===== config.mk =====
export PLATFORM = sky130hd
export DESIGN_NAME = number_grid_controller
export DESIGN_NICKNAME = d
export VERILOG_FILES = /design/src/rtl/number_grid_controller.sv
export SDC_FILE = /design/constraint.sdc
export NUM_CORES = 1
export LEC_CHECK = 0
export CAP_MARGIN = 5
export CORE_UTILIZATION = 45
export CTS_CLUSTER_DIAMETER = 200
export CTS_CLUSTER_SIZE = 28
export DETAILED_ROUTE_END_ITERATION = 6
export GPL_TIMING_DRIVEN = 0
export PLACE_DENSITY = 0.68
export SLEW_MARGIN = 20
export SYNTH_ARGS = -nofsm -noshare
export SYNTH_HDL_FRONTEND = slang
export SYNTH_SLANG_ARGS = --single-unit

===== constraint.sdc =====
create_clock -name clk -period 7.05 [get_ports clk]
set_input_delay 1.41 -clock clk [delete_from_list [all_inputs] [get_ports clk]]
set_output_delay 1.41 -clock clk [all_outputs]
set_load 0.05 [all_outputs]

===== src/rtl/number_grid_controller.sv =====
// Grid of ROWS x COLS random-digit tiles: LFSR-seeded load sequence, per-pixel tile
// rendering with one cycle of latency, and hit/blink/clear bookkeeping per tile.
module number_grid_controller #(
    parameter int          ROWS         = 3,
    parameter int          COLS         = 4,
    parameter int          X0           = 150,
    parameter int          Y0           = 150,
    parameter int          DX           = 50,
    parameter int          DY           = 50,
    parameter int          TILE_W       = 16,
    parameter int          TILE_H       = 32,
    parameter int          BLINK_FRAMES = 30,
    parameter logic [15:0] LFSR_SEED    = 16'hACE1
) (
    input  logic        clk,
    input  logic        reset,
    input  logic [10:0] pixelX,
    input  logic [10:0] pixelY,
    input  logic        startOfFrame,
    input  logic        newRound,
    input  logic        singleHit,
    output logic        drawingRequest,
    output logic [3:0]  digitValue,
    output logic [4:0]  offsetX,
    output logic [5:0]  offsetY,
    output logic        hitValid,
    output logic [3:0]  hitIndex,
    output logic [3:0]  hitValue,
    output logic        allCleared,
    output logic        loading
);

    localparam int N  = ROWS * COLS;
    localparam int CW = (BLINK_FRAMES < 2) ? 1 : $clog2(BLINK_FRAMES + 1);

    typedef enum logic [1:0] {S_IDLE, S_LOAD, S_PLAY} state_t;
    typedef enum logic [1:0] {T_EMPTY, T_SHOWN, T_BLINK, T_CLEARED} tile_t;

    function automatic logic [10:0] tile_left(input int k);
        return 11'(X0 + (k % COLS) * DX);
    endfunction

    function automatic logic [10:0] tile_top(input int k);
        return 11'(Y0 + (k / COLS) * DY);
    endfunction

    state_t          state_q, state_d;
    logic [3:0]      load_idx_q, load_idx_d;
    logic [15:0]     lfsr_q, lfsr_d;
    logic [7:0]      frame_cnt_q, frame_cnt_d;
    tile_t           tile_st_q [N];
    tile_t           tile_st_d [N];
    logic [3:0]      tile_val_q [N];
    logic [3:0]      tile_val_d [N];
    logic [CW-1:0]   blink_cnt_q [N];
    logic [CW-1:0]   blink_cnt_d [N];

    logic            draw_q, draw_d;
    logic [3:0]      draw_idx_q, draw_idx_d;
    logic [3:0]      digit_q, digit_d;
    logic [4:0]      off_x_q, off_x_d;
    logic [5:0]      off_y_q, off_y_d;
    logic            hit_valid_q, hit_valid_d;
    logic [3:0]      hit_index_q, hit_index_d;
    logic [3:0]      hit_value_q, hit_value_d;

    logic            hit;
    logic            all_clr;
    logic [3:0]      lfsr_digit;

    assign lfsr_digit = (lfsr_q[3:0] >= 4'd10) ? (lfsr_q[3:0] - 4'd10) : lfsr_q[3:0];

    always_comb begin
        state_d     = state_q;
        load_idx_d  = load_idx_q;
        lfsr_d      = {lfsr_q[14:0], lfsr_q[15] ^ lfsr_q[13] ^ lfsr_q[12] ^ lfsr_q[10]};
        frame_cnt_d = startOfFrame ? (frame_cnt_q + 8'd1) : frame_cnt_q;
        tile_st_d   = tile_st_q;
        tile_val_d  = tile_val_q;
        blink_cnt_d = blink_cnt_q;
        hit_valid_d = 1'b0;
        hit_index_d = 4'd0;
        hit_value_d = 4'd0;
        hit         = 1'b0;

        for (int k = 0; k < N; k++) begin
            if (tile_st_q[k] == T_BLINK && startOfFrame) begin
                if (blink_cnt_q[k] <= CW'(1)) begin
                    tile_st_d[k]   = T_CLEARED;
                    blink_cnt_d[k] = '0;
                end else begin
                    blink_cnt_d[k] = blink_cnt_q[k] - CW'(1);
                end
            end
        end

        case (state_q)
            S_IDLE: ;
            S_LOAD: begin
                tile_st_d[load_idx_q]   = T_SHOWN;
                tile_val_d[load_idx_q]  = lfsr_digit;
                blink_cnt_d[load_idx_q] = '0;
                if (load_idx_q == 4'(N - 1)) begin
                    state_d    = S_PLAY;
                    load_idx_d = 4'd0;
                end else begin
                    load_idx_d = load_idx_q + 4'd1;
                end
            end
            S_PLAY: hit = singleHit && draw_q && (tile_st_q[draw_idx_q] == T_SHOWN);
            default: state_d = S_IDLE;
        endcase

        // A hit reloads the counter after any same-frame decrement, so it never loses a frame.
        if (hit && !newRound) begin
            tile_st_d[draw_idx_q]   = T_BLINK;
            blink_cnt_d[draw_idx_q] = CW'(BLINK_FRAMES);
            hit_valid_d             = 1'b1;
            hit_index_d             = draw_idx_q;
            hit_value_d             = tile_val_q[draw_idx_q];
        end

        if (newRound) begin
            state_d    = S_LOAD;
            load_idx_d = 4'd0;
            for (int k = 0; k < N; k++) begin
                tile_st_d[k]   = T_EMPTY;
                tile_val_d[k]  = 4'd0;
                blink_cnt_d[k] = '0;
            end
        end
    end

    // Scan from the highest index down so the lowest overlapping tile wins.
    always_comb begin
        draw_d     = 1'b0;
        draw_idx_d = 4'd0;
        digit_d    = 4'd0;
        off_x_d    = 5'd0;
        off_y_d    = 6'd0;
        for (int k = N - 1; k >= 0; k--) begin
            if (pixelX >= tile_left(k) && pixelX < tile_left(k) + 11'(TILE_W) &&
                pixelY >= tile_top(k)  && pixelY < tile_top(k) + 11'(TILE_H) &&
                (tile_st_q[k] == T_SHOWN || (tile_st_q[k] == T_BLINK && !frame_cnt_q[2]))) begin
                draw_d     = 1'b1;
                draw_idx_d = 4'(k);
                digit_d    = tile_val_q[k];
                off_x_d    = 5'(pixelX - tile_left(k));
                off_y_d    = 6'(pixelY - tile_top(k));
            end
        end
    end

    always_comb begin
        all_clr = 1'b1;
        for (int k = 0; k < N; k++) begin
            if (tile_st_q[k] != T_CLEARED) all_clr = 1'b0;
        end
    end

    always_ff @(posedge clk or posedge reset) begin
        if (reset) begin
            state_q     <= S_IDLE;
            load_idx_q  <= 4'd0;
            lfsr_q      <= LFSR_SEED;
            frame_cnt_q <= 8'd0;
            for (int k = 0; k < N; k++) begin
                tile_st_q[k]   <= T_EMPTY;
                tile_val_q[k]  <= 4'd0;
                blink_cnt_q[k] <= '0;
            end
            draw_q      <= 1'b0;
            draw_idx_q  <= 4'd0;
            digit_q     <= 4'd0;
            off_x_q     <= 5'd0;
            off_y_q     <= 6'd0;
            hit_valid_q <= 1'b0;
            hit_index_q <= 4'd0;
            hit_value_q <= 4'd0;
        end else begin
            state_q     <= state_d;
            load_idx_q  <= load_idx_d;
            lfsr_q      <= lfsr_d;
            frame_cnt_q <= frame_cnt_d;
            tile_st_q   <= tile_st_d;
            tile_val_q  <= tile_val_d;
            blink_cnt_q <= blink_cnt_d;
            draw_q      <= draw_d;
            draw_idx_q  <= draw_idx_d;
            digit_q     <= digit_d;
            off_x_q     <= off_x_d;
            off_y_q     <= off_y_d;
            hit_valid_q <= hit_valid_d;
            hit_index_q <= hit_index_d;
            hit_value_q <= hit_value_d;
        end
    end

    assign drawingRequest = draw_q;
    assign digitValue     = digit_q;
    assign offsetX        = off_x_q;
    assign offsetY        = off_y_q;
    assign hitValid       = hit_valid_q;
    assign hitIndex       = hit_index_q;
    assign hitValue       = hit_value_q;
    assign allCleared     = (state_q == S_PLAY) && all_clr;
    assign loading        = (state_q == S_LOAD);

endmodule


* Word-level counts from Yosys, hierarchy flattened
Index checks and enable logic that the tools add are counted.
** Cells by class
- Add/sub/neg operators :: 22
- Magnitude comparators :: 31
- Eq/ne operators :: 42
- Muxes and demuxes :: 156
- Bitwise logic cells :: 16
- Reductions and logical operators :: 88
** Operators with widths (number)
- $mux 5 :: 38
- $mux 60 :: 3
- $mux 4 :: 33
- $mux 48 :: 2
- $mux 24 :: 3
- $mux 6 :: 12
- $logic_and 1x1->1 :: 70
- $ge 11x8->1 const B :: 6
- $and 60x60->60 :: 1
- $le 5x1->1 const B :: 12
- $mux 2 :: 30
- $not 60->60 :: 1
- $sub 5x1->5 const B :: 12
- $bwmux 48 :: 1
- $or 48x48->48 :: 1
- $lt 11x8->1 const B :: 4
- $demux 5 s4 :: 2
- $and 12x12->12 :: 3
- $not 12->12 :: 3
- $lt 11x9->1 const B :: 3
- $eq 2x1->1 const B :: 14
- $eq 2x2->1 const B :: 13
- $mux 1 :: 26
- $ne 2x2->1 const B :: 12
- other kinds (29) :: 50
** Word-level totals
- Flip-flop bits (word level) :: 191
- Output and inout port bits :: 27
- Word-level logic and storage cells :: 403

* Logic depth before layout (Yosys ltp)
- Depth in word-level cells :: 17
- Mapped depth :: 11
- Mapped depth without buffers :: 10

* Worst setup path before layout
No wires, ideal clock.
- Path type :: reg-to-output
- From :: reg state_q[0]
- To :: out allCleared
- Arrival :: 2.626 ns
- Required time :: 5.640 ns
- Path slack :: 3.014 ns
- Stages on the path, launching flop included :: 4
- Path buffers :: 0
- Path through :: dfrtp_1 > nand2b_1 > or4_1 > nor4_1
** Between the ends
- Longest elaborated chain between the ends :: 2
** RTL lines
- start, declared :: line 47 : state_t state_q, state_d;
- start signal, assigned :: line 181 : state_q <= state_d;
- $eq 2x2->1 :: line 206 : assign allCleared = (state_q == S_PLAY) && all_clr;
- $logic_and 1x1->1 :: line 206
- end, declared :: line 29 : output logic allCleared,
No other way between the ends.

* Final worst setup path
Same ends and word-level chain as after synthesis.

==> flow_summary.yaml <==
sta:
  maxSlewHeadroom: 0.307
  grt_setup_unrepaired: "false"
  fin_skew_ns: 0.0100
  clock.fmax_ghz: 0.221
  finalCriticalPeriod_ns: 4.53
  setup_tns_ns: 0
  drv_slew: 0
  setup_viol: 0
  worstMarginPinSlew_ns: 1.04
  timing.final.hold_violations: 0
  fin_crit_sh: 0.642
power_and_ir_drop:
  vdd_drop_max_uv: 143
  swShare: 0.266
  leakage_nw: 5.72
  power.density_nw_per_um2: 182
  power.switching_mw: 0.595
  p_seq_frac: 0.488
  power_mw: 2.24
  power_frac_comb: 0.085
  internal_power_mw: 1.65
  p_clk_frac: 0.426
setup_path:
  crit_family: "simple AND/OR/NAND/NOR gates"
  worstPathArrival_ns: 3.12
  cp_num_cells: 4
  critPathLaunch: "state_q[0]"
  critPathLaunchType: "flip-flop"
  crit_path_end_kind: "primary output"
  cp-endpoint: "allCleared"
  path_max_fanout: 3
  worstPathRequired_ns: 5.64
  rrSetupSlack_ns: 3.99
  r2r-end: "blink_cnt_q[35]"
  reg2reg_depth: 6
  slowest_stage: "clkdlybuf4s50_1"
  r2r-start: "draw_idx_q[1]"
  crit_buf_inv: 1
  max_stage_delay_ns: 0.92
  critPathKind: "flip-flop to primary output"
  crit_chain: "nand2b_1 -> or4_1 -> nor4_1 -> clkdlybuf4s50_1"
floorplan:
  core_um2: 23500
  die_h_um: 157
  ios: 54
  die_area_um2: 24600
  initial_core_util: 0.460
  die_x_um: 157
  rows: 56
global_routing:
  met3_usage: 0.0451
  gr-usage-met1: 0.341
  grtUsageTotal: 0.253
  grt_max_degree: 104
  grt_pass1_wl_um: 47900
  grt_util_met2: 0.396
  antenna_found_initial: 0
  busiest_layer: "met2"
  grt_pass1_vias: 8944
  grt_overflow_total: 0
clocking:
  ctsHoldBuffers: 0
  tritoncts: "yes"
  cts_max_path_buffers: 2
  h-tree-depth: 4
  post-cts-setup-buffer-count: 0
  cts_made_buffers: 17
  cts_root_buf: "clkbuf_16"
  clock_sinks: 186
  post_cts_resized: 0
  clock_latency_ns: 0.44
  clkTransAtPathRegs_ns: 0.07
place:
  placed_cells: 1550
  numPortBuffers: 52
  place_area_um2: 11700
  dp_hpwl_um: 21300
  place_congestion: 0.962
yosys:
  ys_seq_area_frac: 0.432
  yosysWarnings: 0
  async_reset_ff_frac: 1.00
  netlist_instances: 1178
  ys_ff_latch: 186
  ys.flop_type: "dfrtp_1"
  avgSynthCellArea_um2: 9.16
  netlist_area_um2: 10800
  synth-edff-count: 0
  ys_types: 79
  syn_nets: 1251
worst_hold_path:
  hold_path.class: "flip-flop to flip-flop"
drt:
  firstDrtPassIters: 5
  drt_iter0_drc: 883
  avgViaCountPerCell: 5.76
  routed_wl_um: 29300
  wire_per_inst_um: 18.5
  drc: 0
  via_count: 9107
  drtAntennaViolNets: 0
final_layout:
  stdcell_area_um2: 12300
  drive_gt1_frac: 0.0816
  nets: 1323
  diodes: 0
  fill_cells: 2134
  final_cells: 1582
  area_growth_pct: 14.2
flow_run:
  drv_cap: 0
status:
  outcome: "complete, no violations"
## how the worst min path moves through the flow
stage | end | slack, ns | cells after the start | start
final | lfsr_q[9] | 0.35 | 0 | lfsr_q[8]
after global routing | lfsr_q[7] | 0.36 | 0 | lfsr_q[6]
after CTS | lfsr_q[5] | 0.35 | 0 | lfsr_q[4]
after detailed placement | lfsr_q[5] | 0.34 | 0 | lfsr_q[4]
after global placement | lfsr_q[5] | 0.34 | 0 | lfsr_q[4]
after floorplan | lfsr_q[9] | 0.33 | 0 | lfsr_q[8]
## state kept, by name (all words and copies together) (netlist names)
signal	count
offsetX	5
hitIndex	4
frame_cnt_q	3
hitValid	1
lfsr_q	16
hitValue	4
digitValue	4
tile_val_q	48
offsetY	6
state_q	2
load_idx_q	4
blink_cnt_q	60
tile_st_q	24
draw_idx_q	4
drawingRequest	1
## final cells by class
type / instances / area, um^2 / share of cell area
Buffer: 44 / 189 / 0.0153
Sequential cell: 186 / 4660 / 0.379
Clock buffer: 18 / 429 / 0.0348
Multi-Input combinational cell: 874 / 5660 / 0.459
Clock inverter: 14 / 151 / 0.0123
Timing Repair Buffer: 53 / 548 / 0.0445
Tap cell: 319 / 399 / 0.0324
Inverter: 74 / 285 / 0.0232
## routing by layer
metal | vias up | wire length, um | share of wire
met2 | 368 | 13500 | 0.46
met5 | - | 0 | 0
li1 | 4231 | - | -
met3 | 52 | 2210 | 0.075
met4 | 0 | 1010 | 0.034
met1 | 4456 | 12600 | 0.43
## through the flow
stage          hold WS [ns]  setup WS, ns   util
6_report              0.354          2.52  0.525
5_1_grt               0.362          2.26  0.525
4_1_cts               0.354          2.53  0.525
3_5_place_dp          0.337          2.09  0.500
3_3_place_gp          0.335         -2.00  0.499
2_1_floorplan         0.331         0.596      -
## power groups by stage
stage               Clock [mW]  Sequential, mW  Combinational [mW]
global route              1.02            1.10               0.211
global placement             0            1.12               0.185
floorplan                    0            1.12               0.112
finish                   0.955            1.10               0.192
detailed placement           0            1.12               0.190
CTS                      0.976            1.09               0.191
## cells in the mapped netlist (15+ instances only)
cell,n,area (um^2)
a21oi_1,78,390
clkbuf_1,33,124
dfrtp_1,178,4450
ha_1,46,576
inv_1,74,278
mux4_2,15,338
nand2_1,182,683
nand2b_1,30,188
nand3_1,24,120
nor2_1,126,473
nor3_1,40,200
o21ai_0,40,200
xnor2_1,39,342
xor2_1,18,158
## kinds of logic after synthesis
kind of cell	synth area share
DFF	0.432
buffers and inverters	0.0433
AOI/OAI and AO/OA	0.128
xor gates and xnor gates	0.0463
muxes	0.0486
and+or+nand+nor	0.248
adders and majority gates	0.0534
## placed cells by master (no fill, tap or decap), types with 34 or more instances in the layout
cell type,instances
nor3_1,40
inv_1,73
dfrtp_1,178
nor2_1,126
nand2_1,182
clkdlybuf4s50_1,52
o21ai_0,40
clkbuf_1,34
ha_1,46
a21oi_1,78
xnor2_1,39
Power figures use the tool's default switching activity.
